--- src/rtl/sha256_core.sv ---
// sha256_core: iterative SHA-256 compression, one round per clock, 66 cycles per block.
// Define SHA224_EN to add the mode224 port selecting the SHA-224 IV and truncated digest.
module sha256_core (
  input  logic         clk,
  input  logic         rst,
  input  logic         start,
  input  logic         init,
`ifdef SHA224_EN
  input  logic         mode224,
`endif
  input  logic [511:0] block,
  output logic         ready,
  output logic         done,
  output logic [255:0] digest
);
  localparam logic [255:0] IV256 = 256'h6a09e667bb67ae853c6ef372a54ff53a510e527f9b05688c1f83d9ab5be0cd19;
  localparam logic [0:63][31:0] K = {
    32'h428a2f98, 32'h71374491, 32'hb5c0fbcf, 32'he9b5dba5, 32'h3956c25b, 32'h59f111f1, 32'h923f82a4, 32'hab1c5ed5,
    32'hd807aa98, 32'h12835b01, 32'h243185be, 32'h550c7dc3, 32'h72be5d74, 32'h80deb1fe, 32'h9bdc06a7, 32'hc19bf174,
    32'he49b69c1, 32'hefbe4786, 32'h0fc19dc6, 32'h240ca1cc, 32'h2de92c6f, 32'h4a7484aa, 32'h5cb0a9dc, 32'h76f988da,
    32'h983e5152, 32'ha831c66d, 32'hb00327c8, 32'hbf597fc7, 32'hc6e00bf3, 32'hd5a79147, 32'h06ca6351, 32'h14292967,
    32'h27b70a85, 32'h2e1b2138, 32'h4d2c6dfc, 32'h53380d13, 32'h650a7354, 32'h766a0abb, 32'h81c2c92e, 32'h92722c85,
    32'ha2bfe8a1, 32'ha81a664b, 32'hc24b8b70, 32'hc76c51a3, 32'hd192e819, 32'hd6990624, 32'hf40e3585, 32'h106aa070,
    32'h19a4c116, 32'h1e376c08, 32'h2748774c, 32'h34b0bcb5, 32'h391c0cb3, 32'h4ed8aa4a, 32'h5b9cca4f, 32'h682e6ff3,
    32'h748f82ee, 32'h78a5636f, 32'h84c87814, 32'h8cc70208, 32'h90befffa, 32'ha4506ceb, 32'hbef9a3f7, 32'hc67178f2};
  function automatic logic [31:0] ep0(input logic [31:0] x);
    return {x[1:0], x[31:2]} ^ {x[12:0], x[31:13]} ^ {x[21:0], x[31:22]};
  endfunction
  function automatic logic [31:0] ep1(input logic [31:0] x);
    return {x[5:0], x[31:6]} ^ {x[10:0], x[31:11]} ^ {x[24:0], x[31:25]};
  endfunction
  function automatic logic [31:0] sg0(input logic [31:0] x);
    return {x[6:0], x[31:7]} ^ {x[17:0], x[31:18]} ^ (x >> 3);
  endfunction
  function automatic logic [31:0] sg1(input logic [31:0] x);
    return {x[16:0], x[31:17]} ^ {x[18:0], x[31:19]} ^ (x >> 10);
  endfunction
  typedef enum logic [1:0] {IDLE, ROUND, FINAL} state_t;
  state_t state, nxt;
  logic [0:7][31:0]  hs, v, hn;
  logic [0:15][31:0] w;
  logic [5:0]        t;
  logic [31:0]       t1, t2, wn;
  logic [255:0]      iv, dig;
`ifdef SHA224_EN
  localparam logic [255:0] IV224 = 256'hc1059ed8367cd5073070dd17f70e5939ffc00b316858151164f98fa7befa4fa4;
  logic m224;
  assign iv = mode224 ? IV224 : IV256;
  assign digest = {dig[255:32], m224 ? 32'h0 : dig[31:0]};
  always_ff @(posedge clk)
    m224 <= rst ? 1'b0 : (state == IDLE && start && init) ? mode224 : m224;
`else
  assign iv = IV256;
  assign digest = dig;
`endif
  assign ready = state == IDLE;
  always_ff @(posedge clk)
    state <= rst ? IDLE : nxt;
  always_comb
    nxt = state == IDLE ? (start ? ROUND : IDLE) :
          state == ROUND ? (t == 6'd63 ? FINAL : ROUND) : IDLE;
  always_comb begin
    t1 = v[7] + ep1(v[4]) + ((v[4] & v[5]) ^ (~v[4] & v[6])) + K[t] + w[0];
    t2 = ep0(v[0]) + ((v[0] & v[1]) ^ (v[0] & v[2]) ^ (v[1] & v[2]));
    // window head is W[t]; the word appended is W[t+16]
    wn = sg1(w[14]) + w[9] + sg0(w[1]) + w[0];
    for (int i = 0; i < 8; i++) hn[i] = hs[i] + v[i];
  end
  always_ff @(posedge clk) begin
    if (rst) begin
      hs   <= IV256;
      dig  <= IV256;
      v    <= IV256;
      w    <= '0;
      t    <= '0;
      done <= 1'b0;
    end else begin
      done <= state == FINAL;
      if (state == IDLE && start) begin
        w <= block;
        t <= '0;
        if (init) hs <= iv;
        v <= init ? iv : hs;
      end else if (state == ROUND) begin
        v <= {t1 + t2, v[0], v[1], v[2], v[3] + t1, v[4], v[5], v[6]};
        w <= {w[1:15], wn};
        t <= t + 6'd1;
      end else if (state == FINAL) begin
        hs  <= hn;
        dig <= hn;
      end
    end
  end
endmodule

--- config.mk ---
export PLATFORM = sky130hd
export DESIGN_NAME = sha256_core
export DESIGN_NICKNAME = d
export VERILOG_FILES = /design/src/rtl/sha256_core.sv
export SDC_FILE = /design/constraint.sdc
export NUM_CORES = 2
export LEC_CHECK = 0
export ABC_AREA = 1
export ABC_CLOCK_PERIOD_IN_PS = 14790
export BUFFER_PORTS_ARGS = -buffer_cell sky130_fd_sc_hd__buf_2
export CAP_MARGIN = 5
export CORE_UTILIZATION = 33
export CTS_CLUSTER_DIAMETER = 150
export DETAILED_ROUTE_END_ITERATION = 10
export HOLD_SLACK_MARGIN = 0.12
export PLACE_DENSITY = 0.58
export SLEW_MARGIN = 20
export SYNTH_ARGS = -nofsm -noshare
export SYNTH_HDL_FRONTEND = slang
export SYNTH_SLANG_ARGS = --single-unit
--- constraint.sdc ---
create_clock -name clk -period 14.79 [get_ports clk]
set_input_delay 2.958 -clock clk [delete_from_list [all_inputs] [get_ports clk]]
set_output_delay 2.958 -clock clk [all_outputs]
set_load 0.03 [all_outputs]
# Yosys cells after proc, flatten, opt, wreduce, memory -nomap -nowiden
# Memory sizes are Yosys's and may differ from the RTL's.
# Index checks and enable logic that the tools add are counted.
dict set report totals {
  regBits 1289
  latchBits 0
  ramBits 0
  mem_bits_ro 2048
  out_inout_bits 258
  wordCells 102
  mem_count 1
}
# name words width rd rd_ports_with_merged_regs write_ports line_no
set mem_list {}
lappend mem_list {{(name not given)} 64 32 1 0 0 63} ;# t1 = v[7] + ep1(v[4]) + ((v[4] & v[5]) ^ (~v[4] & v[6])) + K[t] + w[0];
dict set report classes {
  add_sub_neg 19
  n_mul 0
  div 0
  n_lt_le_gt_ge 1
  n_eq_ne 4
  n_shift 0
  n_mux 14
  n_bitwise 20
  reduce_logical 7
}
# cell n
set op_table {}
lappend op_table {{256-bit two-way mux} 6}
lappend op_table {{512-bit two-way mux} 2}
lappend op_table {{32-bit adder} 18}
lappend op_table {{32-bit XOR} 9}
lappend op_table {{32-bit AND} 5}
lappend op_table {{32-bit two-way mux} 2}
lappend op_table {{32-bit inverter} 1}
lappend op_table {{32-bit by 22-bit XOR with 32-bit output} 1}
lappend op_table {{32-bit by 29-bit XOR with 32-bit output} 1}
lappend op_table {{7-bit >= comparator, second input constant} 1}
lappend op_table {{6-bit inverter with 7-bit output} 1}
lappend op_table {{6-bit by 1-bit adder with 6-bit output, second input constant} 1}
lappend op_table {{6-bit == test, second input constant} 1}
lappend op_table {{2-bit two-way mux} 3}
lappend op_table {{2-bit nonzero test} 2}
lappend op_table {{3-bit AND reduction} 1}
lappend op_table {{2-bit by 1-bit == test with 1-bit output, second input constant} 1}
lappend op_table {{2-bit == test, second input constant} 1}
lappend op_table {{2-bit zero test} 1}
lappend op_table {{2-bit != test, second input constant} 1}
lappend op_table {{1-bit inverter} 2}
lappend op_table {{2-bit AND reduction} 1}
lappend op_table {{2-bit OR reduction} 1}
lappend op_table {{1-bit logical AND} 1}
lappend op_table {{1-bit two-way mux} 1}

# Depth between registers and ports, before layout
dict set report logic_depth {
  depth_word 9
  mapped_depth 41
  ltp_nobuf 40
}

# Worst setup path after synthesis
# OpenSTA, ideal clock, no wires.
dict set report synth_timing {
  kind {flip-flop to flip-flop}
  from {reg t[0]}
  to {reg v[250] (netlist bit)}
  arrival_time_ns 5.960
  slack_ns 8.709
  stages_incl_launch_ff 39
  n_path_buf 1
  cell_sequence {dfxtp_1 > clkbuf_1 > inv_1 > ha_1 > nor2_1 > nor2_1 > inv_1 > o21ai_0 > nand3_1 > a32oi_1 > fa_1 > inv_1 > ha_1 > inv_1 > fa_1 > nand3b_1 > nand2_1 > nand2_1 > [... 3 more ...] > a21oi_2 > o21ai_2 > a21oi_1 > xnor2_1 > inv_1 > fa_1 > inv_1 > ha_1 > nand2_1 > nor2_1 > inv_1 > nor3_1 > nand3b_1 > nand3_1 > a21oi_1 > and2_1 > o21ai_0 > a21oi_1}
}
dict set report synth_between {
  elab_chain_cells 9
}
# element line_no
set synth_lines {}
lappend synth_lines {{start: declaration} 42} ;# logic [5:0] t;
lappend synth_lines {{start signal: assignment} 87} ;# t <= t + 6'd1;
lappend synth_lines {{6-bit inverter with 7-bit output (not written as such)} 63}
lappend synth_lines {{memory read 64 x 32 bit} -}
lappend synth_lines {{32-bit two-way mux (not written as such) (2 in series)} 63}
lappend synth_lines {{32-bit adder (2 in series)} 63}
lappend synth_lines {{32-bit adder} 85} ;# v <= {t1 + t2, v[0], v[1], v[2], v[3] + t1, v[4], v[5], v[6]};
lappend synth_lines {{256-bit two-way mux} 84} ;# end else if (state == ROUND) begin
lappend synth_lines {{256-bit two-way mux} 79} ;# if (state == IDLE && start) begin
lappend synth_lines {{end signal: assignment} 83} ;# v <= init ? iv : hs;
lappend synth_lines {{end signal: assignment} 85}
lappend synth_lines {{end: declaration} 40} ;# logic [0:7][31:0] hs, v, hn;
# Every way passes these cells. The select of a mux whose other input is x is not followed.
# A chain may end at the register's enable or synchronous reset.

# Worst setup path after layout
dict set report layout_timing {
  from {reg t[4]}
  to {reg v[247] (netlist bit)}
}
# Same word-level chain as after synthesis.

==> run summary <==
Status: completed
Required @ worst endpoint: 15.55 ns
Initial Utilization: 0.332
Mapped Avg Cell Area: 6.80 µm²
Crit path max fanout: 38
Layout Nets: 13800
Maxcap violations: 0
Post-Syn Nets: 13500
Clock skew: 0.0995 ns
Distinct cell type count after synthesis: 74
Most frequent cells in the layout: nand2_1 (3346), dfxtp_1 (1289), inv_1 (1260)
Slew Viols, Final: 0
Cells after Synth: 12400
GRT Total Usage: 0.286
Crit path launch type: flip-flop
Final Hold Fails: 0
Ys async rst share: 0
Die Footprint: 257000 µm²
# setup viols final: 0
Drt drc: 0
Num CTS Buffers: 152
Post-DP Area: 90100 µm²
FF+latch count, synth: 1289
Main combinational cell family by area after synthesis: simple AND/OR/NAND/NOR gates
Hold path depth: 2
Port Buffers: 773
Worst setup EP type: flip-flop
Clock slew at reported path FFs: 0.07 ns
Final ANT Viol Nets: 0
Crit path kind: reg -> reg
DIE HEIGHT: 507 µm
Minimum clock period: 7.73 ns
Worst-Skew Late Latency: 0.88 ns
Postcts setup bufs: 0
Placer congestion estimate: 1.01
Cell Area, Synth: 84300 µm²
Yosys warnings: 0
Most common cell after layout, fill and taps aside: nand2_1
DR vias/cell: 5.42
Vias: 87800
Post-cts gate resize count: 0
# IOs: 774
Most frequent CP cell: nand2_1
Post-Synth XOR/XNOR Area: 0.0447
Largest net degree at the start of global routing: 208
Wire per inst: 23.7 µm
Fmax: 0.129 GHz
WL final: 383 mm
DP HPWL: 295 mm
Fin Setup TNS: 0 ns
Hold WC Path Type: reg -> reg
Vias in the first global route: 80300
Initial antenna violation count: 102
Hold buffers post-CTS: 0
Reg2Reg Depth: 32
Multiplexer share of the synthesized area: 0.000921
CTS H-tree lvls: 4
Max incr delay on CP: 0.58 ns
Slew @ Worst Pin: 1.36 ns
DRT iter0 DRCs: 9642
EDFF count, synth: 0
Post-synthesis sequential area ratio: 0.306
Post-Synth Adder-Cell Area: 0.106
Most used flip-flop cell after synthesis: dfxtp_1
Clk root buf: clkbuf_16
Std-Cell Rows: 185
Chip Width: 507 µm
TritonRoute pass-1 iters: 8
CTS tree: yes
Post-Synth Simple-Gate Area: 0.242
Core Area: 254000 µm²
Area Overhead vs Synth: 13.4%
Compound-Gate Fraction of Synth Area: 0.208
Gr ovfl total: 0
RSZ-0062 raised after global routing: no
Arr. time, crit path: 8.49 ns
First-pass GRT wire length: 549 mm
Final cycle utilization of the critical path: 0.523
CTS Sinks: 1289
CP max-delay cell: fa_1
Final Non-Filler Cells: 16200
Fin area: 95500 µm²
Relative slew margins: 0.0952
Share of cells above drive strength 1: 0.0970
Placed cells: 15900
Worst-case clock buffer depth: 3
## through the flow
stage,setup WS [ns],hold WS (ns),utilization
floorplan,8.71,0.445,-
global placement,7.32,0.436,0.355
detailed placement,7.32,0.449,0.355
CTS,7.32,0.439,0.376
global route,6.59,0.475,0.376
finish,7.06,0.444,0.376
## registers in the layout (all words and copies together) (netlist names)
signal  flops
w         512
digest    256
hs        256
v         256
t           6
state       2
done        1
## cells by family after synthesis
| kind of cell | after synthesis |
|---|---|
| simple gates | 5023 |
| compound gates | 3037 |
| buf+inv | 2014 |
| flops | 1289 |
| fa+ha+maj | 595 |
| xor+xnor | 430 |
| mux | 7 |
## layout make-up
type | instances | area (µm²)
fill | 27600 | 158000
antenna | 42 | 105
multi-input combinational | 9092 | 50600
sequential | 1289 | 25800
inverter | 1272 | 4820
clock buffer | 215 | 4380
timing repair buffer | 857 | 4610
clock inverter | 58 | 943
tap | 3366 | 4210
## critical path, delay by kind of cell (launching register included)
kind	cells	cell delay, ns
adder cells (fa/ha/maj)	4	1.82
XOR/XNOR	1	0.46
AND/OR/NAND/NOR	11	1.48
AO/OA/AOI/OAI	9	2.08
buffers and inverters	7	1.49
flip-flops	1	0.31
## final timing paths
| kind | startpoint | to | slack [ns] |
|---|---|---|---|
| worst max register to register | t[4]$_SDFFE_PP0P_ | v[247]$_SDFFE_PP0P_ | 7.06 |
| worst min-delay path | w[389]$_SDFFE_PP0P_ | w[421]$_SDFFE_PP0P_ | 0.44 |
| worst min register to register | w[389]$_SDFFE_PP0P_ | w[421]$_SDFFE_PP0P_ | 0.44 |
| worst max-delay path | t[4]$_SDFFE_PP0P_ | v[247]$_SDFFE_PP0P_ | 7.06 |
## Yosys cell counts (all sizes together) (9+ instances only)
cell type | count | area share
o21a | 21 | 0.0019
dfxtp | 1289 | 0.31
nand4 | 70 | 0.0052
a211oi | 9 | 0.00080
nand2 | 3350 | 0.15
a21oi | 874 | 0.052
buf | 240 | 0.014
fa | 195 | 0.046
a31oi | 639 | 0.047
nor2 | 731 | 0.033
o2111ai | 23 | 0.0024
nor3 | 73 | 0.0043
xor2 | 220 | 0.023
o221ai | 30 | 0.0031
o31ai | 15 | 0.0013
xnor2 | 210 | 0.022
or2 | 62 | 0.0046
a21o | 51 | 0.0045
inv | 1270 | 0.057
a21boi | 24 | 0.0024
a221oi | 61 | 0.0063
o221a | 10 | 0.0013
nand3b | 28 | 0.0025
o211ai | 88 | 0.0081
o21bai | 70 | 0.0065
nor4 | 25 | 0.0019
o21ai | 1085 | 0.065
clkbuf | 502 | 0.022
ha | 399 | 0.059
nand3 | 672 | 0.040
## routing by layer
metal	share of wire	vias up	track usage
li1	-	41800	-
met1	0.42	41500	0.376
met2	0.45	3735	0.451
met3	0.088	679	0.0604
met4	0.044	74	0.119
met5	0.0012	-	0
Power is left out: the tool's default activity adds up to more than one toggle a clock period on the data nets, which glitch-free logic cannot reach.
